File: src/rtl/lcd_pkg.sv
`default_nettype none
// ---------------------------------------------------------------------------
// lcd_pkg : constants and types shared by the character-LCD driver blocks.
// Revision: 1.0
// ---------------------------------------------------------------------------
package lcd_pkg;

  localparam int unsigned TICKS_W                 = 17;
  localparam int unsigned LCD_TICK_PERIOD_DEFAULT = 50000;

  // Sequencers hold their prev_ticks register in this type.
  typedef logic [TICKS_W-1:0] tick_t;

endpackage : lcd_pkg
`default_nettype wire

File: src/rtl/lcd_tick_generator.sv
`default_nettype none
// ---------------------------------------------------------------------------
// lcd_tick_generator : prescaled, pausable tick counter pacing the LCD FSMs.
// Revision: 1.0
// ---------------------------------------------------------------------------
module lcd_tick_generator #(
  parameter int unsigned TICK_PERIOD = lcd_pkg::LCD_TICK_PERIOD_DEFAULT,
  parameter int unsigned TICKS_W     = lcd_pkg::TICKS_W
) (
  input  logic               clk,
  input  logic               rst_n,
  input  logic               start,
  output logic [TICKS_W-1:0] ticks,
  output logic               tick_stb
);

  localparam int unsigned       DIV_W    = (TICK_PERIOD > 1) ? $clog2(TICK_PERIOD) : 1;
  localparam logic [DIV_W-1:0]  DIV_LAST = DIV_W'(TICK_PERIOD - 1);

  logic [DIV_W-1:0]   div_cnt_q, div_cnt_d;
  logic [TICKS_W-1:0] ticks_q,   ticks_d;
  logic               tick_stb_q, tick_stb_d;

  // Pausing clears the prescaler so a resume always waits a full period.
  always_comb begin
    div_cnt_d  = div_cnt_q;
    ticks_d    = ticks_q;
    tick_stb_d = 1'b0;
    if (!start) begin
      div_cnt_d = '0;
    end else if (div_cnt_q == DIV_LAST) begin
      div_cnt_d  = '0;
      ticks_d    = ticks_q + 1'b1;
      tick_stb_d = 1'b1;
    end else begin
      div_cnt_d = div_cnt_q + 1'b1;
    end
  end

  always_ff @(posedge clk or negedge rst_n) begin
    if (!rst_n) begin
      div_cnt_q  <= '0;
      ticks_q    <= '0;
      tick_stb_q <= 1'b0;
    end else begin
      div_cnt_q  <= div_cnt_d;
      ticks_q    <= ticks_d;
      tick_stb_q <= tick_stb_d;
    end
  end

  assign ticks    = ticks_q;
  assign tick_stb = tick_stb_q;

endmodule : lcd_tick_generator
`default_nettype wire

File: config.mk
export PLATFORM = sky130hd
export DESIGN_NAME = lcd_tick_generator
export DESIGN_NICKNAME = d
export VERILOG_FILES = /design/src/rtl/lcd_pkg.sv /design/src/rtl/lcd_tick_generator.sv
export SDC_FILE = /design/constraint.sdc
export NUM_CORES = 1
export LEC_CHECK = 0
export CAP_MARGIN = 10
export CORE_MARGIN = 1
export CORE_UTILIZATION = 30
export DETAILED_ROUTE_END_ITERATION = 7
export PLACE_DENSITY = 0.53
export RECOVER_POWER = 100
export SKIP_LAST_GASP = 1
export SLEW_MARGIN = 20
export SYNTH_ARGS = -nofsm -noshare
export SYNTH_HDL_FRONTEND = slang
export SYNTH_SLANG_ARGS = --single-unit
File: constraint.sdc
create_clock -name clk -period 2.51 [get_ports clk]
set_clock_uncertainty 0.05 [all_clocks]
set_input_delay 0.6275 -clock clk [delete_from_list [all_inputs] [get_ports clk]]
set_output_delay 0.6275 -clock clk [all_outputs]
set_load 0.05 [all_outputs]
==> flow_metrics.py <==
metrics = {
    "critical_path": {
        "criticalPathCategory": "register to output port",
        "endpoint_kind": "output port",
        "cp.arrival_ns": 1.63,
        "cp-start-kind": "register",
        "crit_slowest_cell": "dlygate4sd3_1",
        "cp-startpoint": "ticks[5]",
        "path_delay_family": "buffers and inverters",
        "critical_path_peak_fanout": 6,
        "cp.buffers_inverters": 1,
        "r2r-start": "div_cnt_q[13]",
        "reg2reg_slack_ns": 0.40,
        "slowest_delay_ns": 0.90,
        "cp.required_ns": 1.83,
        "cp_cell_sequence": "dlygate4sd3_1",
    },
    "yosys": {
        "postSynth.asyncResetShare_pct": 100,
        "yosys.area.top_type_share_pct": 51.7,
        "syn_area_per_cell_um2": 10.8,
        "synth_edf_count": 0,
        "ys_seq_elements": 34,
        "synthXorXnorAreaFrac_pct": 16.0,
        "synth_compound_area_share_pct": 0.608,
        "yosysWarnings": 0,
        "ys_seq_area_share_pct": 51.7,
        "synth-main-ff-cell": "dfrtp_1",
        "synth_top_area_cell": "dfrtp_1",
        "synthAdderAreaFrac_pct": 1.52,
        "netlist_instances": 153,
        "synthSimpleGateAreaFrac_pct": 27.9,
        "synth.distinct_cells": 24,
        "syn_nets": 158,
        "synth_area_leaders": "dfrtp_1, xnor2_1, nand4_1, nor2_1, nand3_1",
        "synth_area_um2": 1650,
        "synthMuxAreaShare_pct": 0.684,
        "synth_top_family_by_area": "simple AND/OR/NAND/NOR gates",
    },
    "outcome": {
        "status": "completed",
    },
    "hold_path": {
        "worstHoldStart": "ticks[16]",
        "hold_path.class": "register to register",
    },
    "routing": {
        "wl_per_cell_um": 13.1,
        "drtPass1Iterations": 4,
        "num_vias": 1241,
        "drc": 0,
        "antenna_left": 0,
        "viasPerCell": 4.94,
        "wl_um": 3280,
        "drt-initial-drc-count": 46,
    },
    "timing": {
        "tns_ns": 0,
        "finalMaxSlewViolations": 0,
        "timing.final.crit_share_pct": 91.9,
        "rsz0062_at_grt": "false",
        "timing.hold.ws_ns": 0.426,
        "slew_headroom_pct": 43.6,
        "hold_viol_final": 0,
        "worst_pin_slew_ns": 0.847,
        "setup_violations": 0,
        "period_minus_slack_ns": 2.31,
        "layout_setup_ws_ns": 0.204,
        "fmax_mhz": 434,
    },
    "placement": {
        "dp_slack_ns": 0.232,
        "io_buffers": 20,
        "dp_hpwl_um": 2340,
        "place_congestion": 0.858,
    },
    "floorplanning": {
        "die_h_um": 76.1,
        "fp.dieW_um": 76.1,
        "die_area_um2": 5790,
        "initial_utilization_pct": 31.6,
        "ios": 21,
        "rows": 26,
        "core_um2": 5200,
    },
    "clock_tree": {
        "tritoncts": "done",
        "ctsHtreeMaxLevel": 2,
        "post_cts_buffers": 0,
        "clock_latency_ns": 0.30,
        "cts_sinks": 34,
        "ctsLongestPathBuffers": 2,
        "cts_made_buffers": 5,
        "cts_hold_buf": 0,
        "clk_pin_slew_worst_paths_ns": 0.07,
        "ctsResizeCount": 0,
        "cts-root-buf": "clkbuf_8",
    },
    "grt": {
        "grt_pass1_wl_um": 6030,
        "grt_max_degree": 35,
        "grt_pass1_vias": 1276,
        "grtUsageTotal_pct": 13.4,
        "antenna_found_initial": 0,
        "grt_overflow": 0,
    },
    "final_layout": {
        "n_antenna_cell": 0,
        "syn_to_final_growth_pct": 23.0,
        "fill_cells": 509,
        "final_cell_mix": "dfrtp_1, xnor2_1, dlygate4sd3_1, nor2_1, nand4_1",
        "utilization_pct": 38.9,
        "nets": 185,
        "layout-drive-gt1-share_pct": 8.29,
        "mostFrequentLayoutCell": "dfrtp_1",
    },
    "power": {
        "ir_drop_uv": 255,
        "power.density_nw_per_um2": 496,
        "p_leak_nw": 0.864,
    },
    "run": {
        "max-cap-violations": 0,
    },
}
==> state kept, by name, summed over array words and instances, names as in the netlist <==
register	count
div_cnt_q	16
tick_stb	1
ticks	17
==> worst paths after layout <==
check	endpoint	depth (start not counted)
setup / recovery	ticks[5]	1
hold / removal	ticks[16]	1
setup reg to reg	div_cnt_q[15]	4
hold reg to reg	ticks[16]	1
max in group asynchronous	div_cnt_q[10]	2
min in group asynchronous	ticks[10]	2
==> power by group <==
group          switching, mW  leakage, nW  internal, mW  total [mW]
Clock                  0.202       0.0482         0.221       0.423
Sequential           0.00532        0.473         0.552       0.557
Combinational         0.0181        0.344       0.00700      0.0251
==> cell families after synthesis <==
family,after synthesis
simple gates,78
flops,34
xor+xnor,30
buf+inv,7
fa+ha+maj,2
compound gates,1
mux,1
==> final cells by class <==
class	instances	area (um2)	share of cell area, %
sequential	34	851	42.0
tap	70	87.6	4.32
multi-input combinational	112	764	37.7
inverter	4	15.0	0.741
clock buffer	7	86.3	4.26
clock inverter	1	5.00	0.247
timing repair buffer	23	216	10.7
==> layer usage <==
metal	global-route usage [%]	vias to the layer above	share of wire, %
met3	3.47	9	4.6
met5	0	-	0
met2	21.1	39	47
li1	-	590	-
met1	16.1	603	45
met4	9.42	0	3.1
==> through the flow <==
stage               instance area (um2)  total power, mW  cells
floorplan                          1650            0.576    153
global placement                   1940            0.594    243
detailed placement                 1940            0.594    243
CTS                                2040             1.02    251
global route                       2030             1.05    251
finish                             2030             1.01    251
==> synthesized netlist by cell type, drive strengths merged, types with 2 or more instances <==
cell type	number
nor3	7
clkbuf	2
nor2	19
and4	2
xnor2	24
nor4	6
nand2	7
and3	4
ha	2
nand3	12
and2	3
xor2	6
dfrtp	34
inv	4
nand4	15
No activity file was read; power rests on OpenSTA's default activity.
